--- src/rtl/idct_pkg.sv ---
// Shared constants and state encoding for the IDCT block scheduler and its
// 8x8 core handshake.
package idct_pkg;

  localparam int BLK_SIZE    = 64;
  localparam int ADDR_W      = 6;
  localparam int CORE_COEF_W = 16;
  localparam int CORE_PIX_W  = 8;

  typedef enum logic [2:0] {
    S_IDLE,
    S_LOAD,
    S_START,
    S_WAIT,
    S_DRAIN
  } state_e;

endpackage

--- src/rtl/rr_arbiter.sv ---
// Combinational round-robin pick: first set request at or after rr_ptr,
// searching with wrap-around.
module rr_arbiter #(
  parameter int N     = 3,
  parameter int IDX_W = 2
) (
  input  logic [N-1:0]     req,
  input  logic [IDX_W-1:0] rr_ptr,
  output logic [N-1:0]     gnt,
  output logic [IDX_W-1:0] idx,
  output logic             any
);

  logic [2*N-1:0] req2;
  logic [N-1:0]   rot;
  logic [IDX_W:0] off;
  logic [IDX_W:0] sum;

  // NOTE: every always_comb output gets a default first so no path infers a latch.
  always_comb begin
    req2 = {req, req};
    rot  = N'(req2 >> rr_ptr);
    off  = '0;
    any  = 1'b0;
    // Rotated vector puts rr_ptr at bit 0; the lowest set bit is the winner.
    for (int j = N - 1; j >= 0; j--) begin
      if (rot[j]) begin
        off = (IDX_W + 1)'(j);
        any = 1'b1;
      end
    end
    sum = {1'b0, rr_ptr} + off;
    if (sum >= (IDX_W + 1)'(N)) sum = sum - (IDX_W + 1)'(N);
    idx = sum[IDX_W-1:0];
    gnt = any ? (N'(1) << idx) : '0;
  end

endmodule

--- src/rtl/idct_block_sched.sv ---
// Round-robin scheduler sharing one 8x8 IDCT core between N_REQ block
// requesters: load 64 coefficients, start, wait for done, drain 64 pixels.
module idct_block_sched
  import idct_pkg::*;
#(
  parameter int N_REQ   = 3,
  parameter int COEF_W  = 16,
  parameter int TAG_W   = 2,
  parameter int TIMEOUT = 1023
) (
  input  logic                    clk,
  input  logic                    rst,
  input  logic [N_REQ-1:0]        req,
  output logic [N_REQ-1:0]        grant,
  input  logic [N_REQ-1:0]        coef_valid,
  input  logic [N_REQ*COEF_W-1:0] coef_data,
  output logic [N_REQ-1:0]        coef_ready,
  output logic                    core_we,
  output logic [ADDR_W-1:0]       core_addr,
  output logic [COEF_W-1:0]       core_data,
  output logic                    core_start,
  input  logic                    core_done,
  output logic [ADDR_W-1:0]       core_raddr,
  input  logic [CORE_PIX_W-1:0]   core_rdata,
  output logic                    pix_valid,
  output logic [CORE_PIX_W-1:0]   pix_data,
  output logic [TAG_W-1:0]        pix_tag,
  output logic                    pix_last,
  input  logic                    pix_ready,
  output logic                    busy,
  output logic                    err_timeout
);

  localparam int WDOG_W = (TIMEOUT > 1) ? $clog2(TIMEOUT + 1) : 1;
  localparam logic [ADDR_W-1:0] LAST_IDX = ADDR_W'(BLK_SIZE - 1);
  localparam logic [WDOG_W-1:0] WDOG_MAX = WDOG_W'(TIMEOUT);

  if (N_REQ < 1 || N_REQ > 8) begin : g_bad_nreq
    $error("idct_block_sched: N_REQ must be in 1..8");
  end
  if (COEF_W != CORE_COEF_W) begin : g_bad_coef_w
    $error("idct_block_sched: COEF_W must match the core input width");
  end
  if ((1 << TAG_W) < N_REQ) begin : g_bad_tag_w
    $error("idct_block_sched: TAG_W too narrow for N_REQ");
  end

  state_e              state_q;
  logic [N_REQ-1:0]    grant_q;
  logic [TAG_W-1:0]    tag_q;
  logic [TAG_W-1:0]    rr_ptr_q;
  logic [ADDR_W-1:0]   cnt_q;
  logic [WDOG_W-1:0]   wdog_q;
  logic                err_q;
  logic                start_q;

  logic [N_REQ-1:0]    arb_gnt;
  logic [TAG_W-1:0]    arb_idx;
  logic                arb_any;
  logic                lane_valid;
  logic [COEF_W-1:0]   lane_data;
  logic                in_load;
  logic                in_drain;

  rr_arbiter #(
    .N     (N_REQ),
    .IDX_W (TAG_W)
  ) u_arb (
    .req    (req),
    .rr_ptr (rr_ptr_q),
    .gnt    (arb_gnt),
    .idx    (arb_idx),
    .any    (arb_any)
  );

  always_comb begin
    lane_valid = 1'b0;
    lane_data  = '0;
    for (int i = 0; i < N_REQ; i++) begin
      if (tag_q == TAG_W'(i)) begin
        lane_valid = coef_valid[i];
        lane_data  = coef_data[i*COEF_W +: COEF_W];
      end
    end
  end

  assign in_load  = (state_q == S_LOAD);
  assign in_drain = (state_q == S_DRAIN);

  // Outputs decode registered state only, so reset clears them asynchronously.
  assign grant       = grant_q;
  assign coef_ready  = in_load ? grant_q : '0;
  assign core_we     = in_load && lane_valid;
  assign core_addr   = cnt_q;
  assign core_data   = in_load ? lane_data : '0;
  assign core_start  = start_q;
  assign core_raddr  = cnt_q;
  assign pix_valid   = in_drain;
  assign pix_data    = in_drain ? core_rdata : '0;
  assign pix_tag     = tag_q;
  assign pix_last    = in_drain && (cnt_q == LAST_IDX);
  assign busy        = (state_q != S_IDLE);
  assign err_timeout = err_q;

  // NOTE: sequential state uses non-blocking assignments only, so every flop
  // samples the pre-edge value of every other flop.
  always_ff @(posedge clk or posedge rst) begin
    if (rst) begin
      state_q  <= S_IDLE;
      grant_q  <= '0;
      tag_q    <= '0;
      rr_ptr_q <= '0;
      cnt_q    <= '0;
      wdog_q   <= '0;
      err_q    <= 1'b0;
      start_q  <= 1'b0;
    end else begin
      start_q <= 1'b0;
      case (state_q)
        S_IDLE: begin
          if (arb_any) begin
            grant_q  <= arb_gnt;
            tag_q    <= arb_idx;
            rr_ptr_q <= (arb_idx == TAG_W'(N_REQ - 1)) ? '0 : arb_idx + 1'b1;
            cnt_q    <= '0;
            state_q  <= S_LOAD;
          end
        end
        S_LOAD: begin
          if (lane_valid) begin
            cnt_q <= cnt_q + 1'b1;
            if (cnt_q == LAST_IDX) begin
              start_q <= 1'b1;
              state_q <= S_START;
            end
          end
        end
        S_START: begin
          wdog_q  <= '0;
          state_q <= S_WAIT;
        end
        S_WAIT: begin
          wdog_q <= wdog_q + 1'b1;
          if (core_done) begin
            cnt_q   <= '0;
            state_q <= S_DRAIN;
          end else if (wdog_q == WDOG_MAX) begin
            // Abandon the block; no pixels are emitted for it.
            err_q   <= 1'b1;
            grant_q <= '0;
            state_q <= S_IDLE;
          end
        end
        S_DRAIN: begin
          if (pix_ready) begin
            cnt_q <= cnt_q + 1'b1;
            if (cnt_q == LAST_IDX) begin
              grant_q <= '0;
              state_q <= S_IDLE;
            end
          end
        end
        default: state_q <= S_IDLE;
      endcase
    end
  end

endmodule

--- config.mk ---
export PLATFORM = sky130hd
export DESIGN_NAME = idct_block_sched
export DESIGN_NICKNAME = d
export VERILOG_FILES = /design/src/rtl/idct_pkg.sv /design/src/rtl/rr_arbiter.sv /design/src/rtl/idct_block_sched.sv
export SDC_FILE = /design/constraint.sdc
export NUM_CORES = 1
export LEC_CHECK = 0
export BUFFER_PORTS_ARGS = -buffer_cell sky130_fd_sc_hd__buf_2
export CELL_PAD_IN_SITES_DETAIL_PLACEMENT = 1
export CELL_PAD_IN_SITES_GLOBAL_PLACEMENT = 1
export CORE_UTILIZATION = 35
export DETAILED_ROUTE_END_ITERATION = 8
export GPL_TIMING_DRIVEN = 0
export MAX_ROUTING_LAYER = met4
export PLACE_DENSITY_LB_ADDON = 0.15
export SETUP_SLACK_MARGIN = 0.15
export SYNTH_ARGS = -nofsm -noshare
export SYNTH_HDL_FRONTEND = slang
export SYNTH_SLANG_ARGS = --single-unit
--- constraint.sdc ---
create_clock -name clk -period 3.6 [get_ports clk]
set_input_delay 0.18 -clock clk [delete_from_list [all_inputs] [get_ports clk]]
set_output_delay 0.18 -clock clk [all_outputs]
set_load 0.01 [all_outputs]
# After elaboration in Yosys (flattened, before gate mapping)

Index checks and enable logic that the tools add are counted.

Word-level logic and storage cells: 85
Register bits after elaboration: 28

Muxes and demuxes: 37
$add $sub $neg: 5
Order comparisons: 1
Shift operators: 2
Eq/ne operators: 18
Reduce and logical (&&, ||, !) cells: 13
Bitwise gates (word level): 1

Operators by type and width:

| cell                  | number |
|---|---|
| $mux 16               | 4 |
| $mux 3                | 10 |
| $mux 6                | 4 |
| $pmux 6 s4            | 1 |
| $pmux 10 s2           | 1 |
| $pmux 3 s5            | 1 |
| $ne 2x2->1 const B    | 6 |
| $reduce_and 6->1      | 2 |
| $add 10x1->10 const B | 1 |
| $eq 10x10->1 const B  | 1 |
| $mux 2                | 5 |
| $mux 1                | 9 |
| $pmux 3 s3            | 1 |
| $mux 8                | 1 |
| $add 6x1->6 const B   | 1 |
| $eq 3x2->1 const B    | 2 |
| $eq 6x6->1 const B    | 1 |
| $reduce_bool 3->1     | 2 |
| $shr 6x2->3           | 1 |
| $reduce_and 5->1      | 1 |
| $eq 2x2->1 const B    | 2 |
| $ne 2x1->1 const B    | 2 |
| $reduce_bool 4->1     | 1 |
| $add 2x2->3           | 1 |
| 15 further kinds      | 16 |

# Depth between registers and ports, before layout

Word-level depth: 10
Gate-level depth with buffers: 13
Depth with buffers taken out: 13

# Cells and area by module

A second synthesis with hierarchy kept.

Cell total of the unflattened synthesis: 278
Area total of the unflattened synthesis: 2304.7 sq um

By module, submodules not included:

| module           | area each (sq um) | instances | cells an instance |
|---|---|---|---|
| idct_block_sched | 2069.5            | 1         | 250 |
| rr_arbiter       | 235.2             | 1         | 28 |

# Worst setup path after synthesis

OpenSTA, ideal clock, no wires.

Kind: register -> register
From: register rr_ptr_q[0]
To: register grant_q[2], in the netlist grant[2]
Setup time: 0.128 ns
Stages on the path, launching flop included: 13
Buffers on the path: 0
Clock period less this slack: 2.433 ns
Arrival: 2.306 ns
Path slack: 1.167 ns
Cells stage by stage: dfrtp_1 -> nor4b_1 -> a31oi_1 -> nand2_1 -> ha_1 -> inv_1 -> fa_1 -> inv_1 -> ha_1 -> nand2b_1 -> o211ai_1 -> nor3_1 -> mux2_1

Cells in the longest elaborated chain, start to end: 10

RTL lines:

| item                                             | RTL line                | RTL |
|---|---|---|
| from (decl)                                      | idct_block_sched.sv:51  | `logic [TAG_W-1:0] rr_ptr_q;` |
| from (signal assigned)                           | idct_block_sched.sv:124 | `rr_ptr_q <= (arb_idx == TAG_W'(N_REQ - 1)) ? '0 : arb_idx + 1'b1;` |
| $shr 6x2->3                                      | rr_arbiter.sv:22        | `rot = N'(req2 >> rr_ptr);` |
| $mux 2 (3 in a row)                              | rr_arbiter.sv:27        | `if (rot[j]) begin` |
| $add 2x2->3                                      | rr_arbiter.sv:32        | `sum = {1'b0, rr_ptr} + off;` |
| $ge 3x2->1 / $sub 2x2->2 (equally long branches) | rr_arbiter.sv:33        | `if (sum >= (IDX_W + 1)'(N)) sum = sum - (IDX_W + 1)'(N);` |
| $mux 2                                           | rr_arbiter.sv:33        |  |
| $shl 1x2->3                                      | rr_arbiter.sv:35        | `gnt = any ? (N'(1) << idx) : '0;` |
| $mux 3                                           | idct_block_sched.sv:121 | `if (arb_any) begin` |
| $pmux 3 s3                                       | idct_block_sched.sv:119 | `case (state_q)` |
| to (signal assigned)                             | idct_block_sched.sv:122 | `grant_q <= arb_gnt;` |
| to (decl)                                        | idct_block_sched.sv:49  | `logic [N_REQ-1:0] grant_q;` |

Parallel ways exist; a longest one is shown, timed or not. The select of a mux whose other input is x is not followed.
A chain may end at the register's enable or synchronous reset.

# Worst setup path after layout

From: register rr_ptr_q[0]
To: register rr_ptr_q[0]

Cells in the longest elaborated chain, start to end: 9

RTL lines:

| item                                             | RTL line |
|---|---|
| $shr 6x2->3                                      | rr_arbiter.sv:22 |
| $mux 2 (3 in a row)                              | rr_arbiter.sv:27 |
| $add 2x2->3                                      | rr_arbiter.sv:32 |
| $ge 3x2->1 / $sub 2x2->2 (equally long branches) | rr_arbiter.sv:33 |
| $mux 2                                           | rr_arbiter.sv:33 |
| $add 2x1->2 / $eq 2x2->1 (equally long branches) | idct_block_sched.sv:124 |
| $mux 2                                           | idct_block_sched.sv:124 |

Parallel ways exist; a longest one is shown, timed or not.

==> metrics.txt <==
# TYPE chip_impl_metric gauge
chip_impl_info{name="worst_r2r_startpoint",value="rr_ptr_q[0]"} 1
chip_impl_metric{name="worst-path-max-fanout",unit=""} 7
chip_impl_metric{name="cts_setup_buffers",unit=""} 0
chip_impl_metric{name="initial_utilization",unit="%"} 36.5
chip_impl_metric{name="fillerInstances",unit=""} 837
chip_impl_metric{name="synth.ff_latch_count",unit=""} 28
chip_impl_metric{name="ctsHtreeMaxLevel",unit=""} 1
chip_impl_metric{name="async_flop_share",unit="%"} 100
chip_impl_info{name="post_synth_main_area_contributors",value="sky130_fd_sc_hd__dfrtp_1 (30%), sky130_fd_sc_hd__mux2i_1 (8.1%), sky130_fd_sc_hd__nor2_1 (7.0%), sky130_fd_sc_hd__a21oi_1 (4.3%), sky130_fd_sc_hd__nand2_1 (3.2%)"} 1
chip_impl_metric{name="critical_path.max_stage_delay",unit="ns"} 0.49
chip_impl_info{name="clock_tree_from_tritoncts",value="built"} 1
chip_impl_metric{name="rr_worst_depth",unit=""} 11
chip_impl_metric{name="p_leak",unit="nW"} 1.56
chip_impl_metric{name="power_switching_share",unit="%"} 42.1
chip_impl_metric{name="holdBufCountCts",unit=""} 0
chip_impl_info{name="source_of_the_critical_timing_path",value="rr_ptr_q[0]"} 1
chip_impl_metric{name="avgSynthCellArea",unit="µm²"} 8.29
chip_impl_info{name="critPathLaunchType",value="register"} 1
chip_impl_metric{name="wirelength",unit="mm"} 7.61
chip_impl_metric{name="postLayoutCoreUtil",unit="%"} 48.1
chip_impl_info{name="layout_commonest_cell",value="sky130_fd_sc_hd__buf_2"} 1
chip_impl_info{name="failed_checks",value="DRC"} 1
chip_impl_metric{name="ys_seq_area_share",unit="%"} 29.9
chip_impl_metric{name="comb_power_share",unit="%"} 56.5
chip_impl_metric{name="multi_input_comb_area",unit="µm²"} 1490
chip_impl_metric{name="grt_pass1_wl",unit="mm"} 12.7
chip_impl_metric{name="floorplan.die_area",unit="µm²"} 7030
chip_impl_metric{name="antenna_cells",unit=""} 0
chip_impl_metric{name="internal-power",unit="mW"} 0.955
chip_impl_metric{name="grt_antenna_before_repair",unit=""} 0
chip_impl_metric{name="cts.sink_count",unit=""} 28
chip_impl_metric{name="detail_route.vias_per_cell",unit=""} 5.33
chip_impl_metric{name="synth.cell_area",unit="µm²"} 2350
chip_impl_metric{name="area.growth.synth_to_final",unit="%"} 31.7
chip_impl_info{name="outcome",value="finished with violations"} 1
chip_impl_metric{name="final.min_clock_period",unit="ns"} 2.74
chip_impl_info{name="critical_path_class",value="reg -> reg"} 1
chip_impl_metric{name="grt.total_usage",unit="%"} 22.6
chip_impl_metric{name="sequentialPowerShare",unit="%"} 27.6
chip_impl_metric{name="register_area",unit="µm²"} 701
chip_impl_metric{name="syn-num-nets",unit=""} 354
chip_impl_metric{name="first_iter_violations",unit=""} 86
chip_impl_metric{name="clock_latency",unit="ns"} 0.29
chip_impl_metric{name="gp_congestion",unit=""} 0.766
chip_impl_metric{name="num_io_pins",unit=""} 116
chip_impl_info{name="cp_cell_sequence",value="xnor2_1, a31oi_1, nor2_1, a41oi_1, fa_1, inv_1, ha_1, nand2b_1, mux2i_1, nand2_1, o211ai_1"} 1
chip_impl_metric{name="critPathRequiredTime",unit="ns"} 3.81
chip_impl_metric{name="powerDensity",unit="nW/µm²"} 534
chip_impl_metric{name="route.detailed.wl_per_inst",unit="µm"} 15.9
chip_impl_info{name="min_path_type",value="in -> async"} 1
chip_impl_metric{name="timing_max_transition_violations_final",unit=""} 0
chip_impl_metric{name="bufs_on_longest_clock_path",unit=""} 2
chip_impl_metric{name="buffer_ports.inserted",unit=""} 115
chip_impl_metric{name="cts-buffers-inserted",unit=""} 3
chip_impl_metric{name="post_cts.resized_instances",unit=""} 0
chip_impl_metric{name="netlist-cell-type-count",unit=""} 58
chip_impl_info{name="yosys.area.top_type",value="sky130_fd_sc_hd__dfrtp_1"} 1
chip_impl_info{name="layout_common_cells",value="sky130_fd_sc_hd__buf_2 (122), sky130_fd_sc_hd__nor2_1 (44), sky130_fd_sc_hd__dfrtp_1 (28)"} 1
chip_impl_info{name="r2r_end",value="rr_ptr_q[0]"} 1
chip_impl_metric{name="overflow_after_grt",unit=""} 0
chip_impl_metric{name="drv.max_cap_violation_count",unit=""} 0
chip_impl_metric{name="clock_edge_transition_at_the_registers_on_the_reported_setup_and_hold_paths",unit="ns"} 0.11
chip_impl_metric{name="p_clk_share",unit="%"} 15.9
chip_impl_metric{name="via_count",unit=""} 2554
chip_impl_metric{name="flop_to_flop_setup_slack",unit="ns"} 0.86
chip_impl_metric{name="route.detailed.drc",unit=""} 8
chip_impl_metric{name="detailedPlacementHpwl",unit="mm"} 6.10
chip_impl_metric{name="floorplan_core_area",unit="µm²"} 6420
chip_impl_metric{name="die_w",unit="µm"} 83.9
chip_impl_metric{name="vdd_drop_max",unit="V"} 0.000234
chip_impl_metric{name="top_cell_type_s_share_of_synthesized_area",unit="%"} 29.9
chip_impl_metric{name="final.setup_skew",unit="ns"} 0.00503
chip_impl_metric{name="grt_pass1_vias",unit=""} 2733
chip_impl_metric{name="yosysWarnings",unit=""} 0
chip_impl_metric{name="total_switching_power",unit="mW"} 0.695
chip_impl_metric{name="layout.nets",unit=""} 474
chip_impl_metric{name="worst_slew_margin_rel",unit="%"} 23.0
chip_impl_metric{name="achievable-frequency",unit="MHz"} 366
chip_impl_metric{name="report.power.total",unit="mW"} 1.65
chip_impl_metric{name="floorplan.die.height",unit="µm"} 83.9
chip_impl_metric{name="fin_hold_ws",unit="ns"} 0.174
chip_impl_metric{name="post_synth_inst_count",unit=""} 283
chip_impl_metric{name="number_of_setup_violations_in_the_final_report",unit=""} 0
chip_impl_info{name="synth_flop_cell",value="sky130_fd_sc_hd__dfrtp_1"} 1
chip_impl_metric{name="post_route_cells_drive_above_1_share",unit="%"} 37.3
chip_impl_info{name="grt_setup_unrepaired",value="false"} 1
chip_impl_info{name="master_of_the_slowest_instance_on_the_critical_path",value="sky130_fd_sc_hd__fa_1"} 1
chip_impl_info{name="cp-end-kind",value="register"} 1
chip_impl_info{name="clockRootBuffer",value="sky130_fd_sc_hd__clkbuf_8"} 1
chip_impl_metric{name="grt_start_max_net_pins",unit=""} 29
chip_impl_metric{name="setup_total_negative_slack",unit="ns"} 0
chip_impl_metric{name="drt-pass1-iter-count",unit=""} 6
chip_impl_metric{name="edff_count_synth",unit=""} 0
chip_impl_metric{name="worst-slew-pin-transition",unit="ns"} 1.15
chip_impl_metric{name="critPathArrivalTime",unit="ns"} 2.94
chip_impl_metric{name="placement_rows",unit=""} 29
chip_impl_metric{name="final_min_period_over_clock_period",unit="%"} 76.0
chip_impl_metric{name="finalHoldViolations",unit=""} 0
chip_impl_metric{name="remaining_number_of_nets_flagged_by_the_antenna_check_after_routing",unit=""} 0
-- final cells by class --
class                   instances  share of cell area (%)
multi-input cells             224                    48.1
flip-flops and latches         28                    22.7
repair buffers                115                    18.6
plain buffers                  20                    3.81
well taps                      77                    3.12
clock buffers                   3                    1.34
inverters                      11                    1.34
clock inverters                 1                   0.972
-- logic make-up (layout without fill, tap and decap cells) --
| family | count (synthesis) | in the layout | synth area share (%) |
|---|---|---|---|
| simple gates | 124 | 124 | 27.9 |
| compound gates | 68 | 68 | 20.6 |
| buf+inv | 31 | 150 | 6.77 |
| flops | 28 | 28 | 29.9 |
| mux | 23 | 23 | 10.3 |
| fa+ha+maj | 5 | 5 | 2.99 |
| xor+xnor | 4 | 4 | 1.49 |
-- state kept, by name, summed over array words and instances, names as in the netlist --
name and cells:
grant 3, core_addr 6, wdog_q 10, pix_tag 2
rr_ptr_q 2, state_q 3, err_timeout 1, core_start 1
-- power groups by stage --
stage | clock (mW) | combinational, mW | sequential (mW)
after floorplan | 0 | 0.601 | 0.466
after global placement | 0 | 0.914 | 0.457
after detailed placement | 0 | 0.941 | 0.460
after CTS | 0.265 | 0.944 | 0.455
after global routing | 0.276 | 1.03 | 0.468
final | 0.262 | 0.933 | 0.455
-- through the flow --
step	area, µm²	cells	worst slack (ns)
finish	3090	479	0.864
global route	3090	479	0.657
CTS	3090	479	0.838
detailed placement	3020	475	0.865
global placement	3020	475	0.976
floorplan	2350	283	1.17
-- worst max-delay path, delay by kind of cell, from the launching register on --
kind	cells	cell delay (ns)
buffers and inverters	1	0.08
and+or+nand+nor	3	0.33
muxes	1	0.21
adders and majority gates	2	0.74
xor gates and xnor gates	1	0.18
DFF	1	0.48
AOI/OAI and AO/OA	3	0.62
-- routing by layer --
layer,GRT usage [%],wire length (µm)
met5,-,0
met4,5.64,98
met3,1.58,203
met2,41.1,3950
met1,27.1,3360
-- synth_stat cells, types with 2 or more instances --
library cell,n
sky130_fd_sc_hd__o41ai_1,7
sky130_fd_sc_hd__and2_1,10
sky130_fd_sc_hd__nand3b_1,2
sky130_fd_sc_hd__nor4_1,2
sky130_fd_sc_hd__nor4bb_1,2
sky130_fd_sc_hd__o21ai_0,12
sky130_fd_sc_hd__o21a_1,4
sky130_fd_sc_hd__mux2i_1,19
sky130_fd_sc_hd__buf_4,7
sky130_fd_sc_hd__a21o_1,2
sky130_fd_sc_hd__buf_2,7
sky130_fd_sc_hd__xnor2_1,4
sky130_fd_sc_hd__o31ai_1,6
sky130_fd_sc_hd__nor2b_1,3
sky130_fd_sc_hd__mux2_4,2
sky130_fd_sc_hd__a31oi_1,2
sky130_fd_sc_hd__nor3_2,3
sky130_fd_sc_hd__nand2b_1,3
sky130_fd_sc_hd__nand4b_1,2
sky130_fd_sc_hd__clkbuf_1,3
sky130_fd_sc_hd__a22o_1,2
sky130_fd_sc_hd__nor2_1,44
sky130_fd_sc_hd__a21oi_1,20
sky130_fd_sc_hd__dfrtp_1,28
sky130_fd_sc_hd__o211ai_1,4
sky130_fd_sc_hd__nand2_1,20
sky130_fd_sc_hd__and3_1,2
sky130_fd_sc_hd__nand3_1,10
sky130_fd_sc_hd__buf_1,2
sky130_fd_sc_hd__ha_1,4
sky130_fd_sc_hd__nor3_1,9
sky130_fd_sc_hd__inv_1,10
-- worst max path at each step --
stage	end	cells past startpoint	slack, ns
6_report	rr_ptr_q[0]	11	0.86
5_1_grt	rr_ptr_q[0]	12	0.66
4_1_cts	rr_ptr_q[0]	11	0.84
3_5_place_dp	rr_ptr_q[0]	12	0.86
3_3_place_gp	grant[2]	12	0.98
2_1_floorplan	grant[2]	12	1.17
No activity file was read; power rests on OpenSTA's default activity.
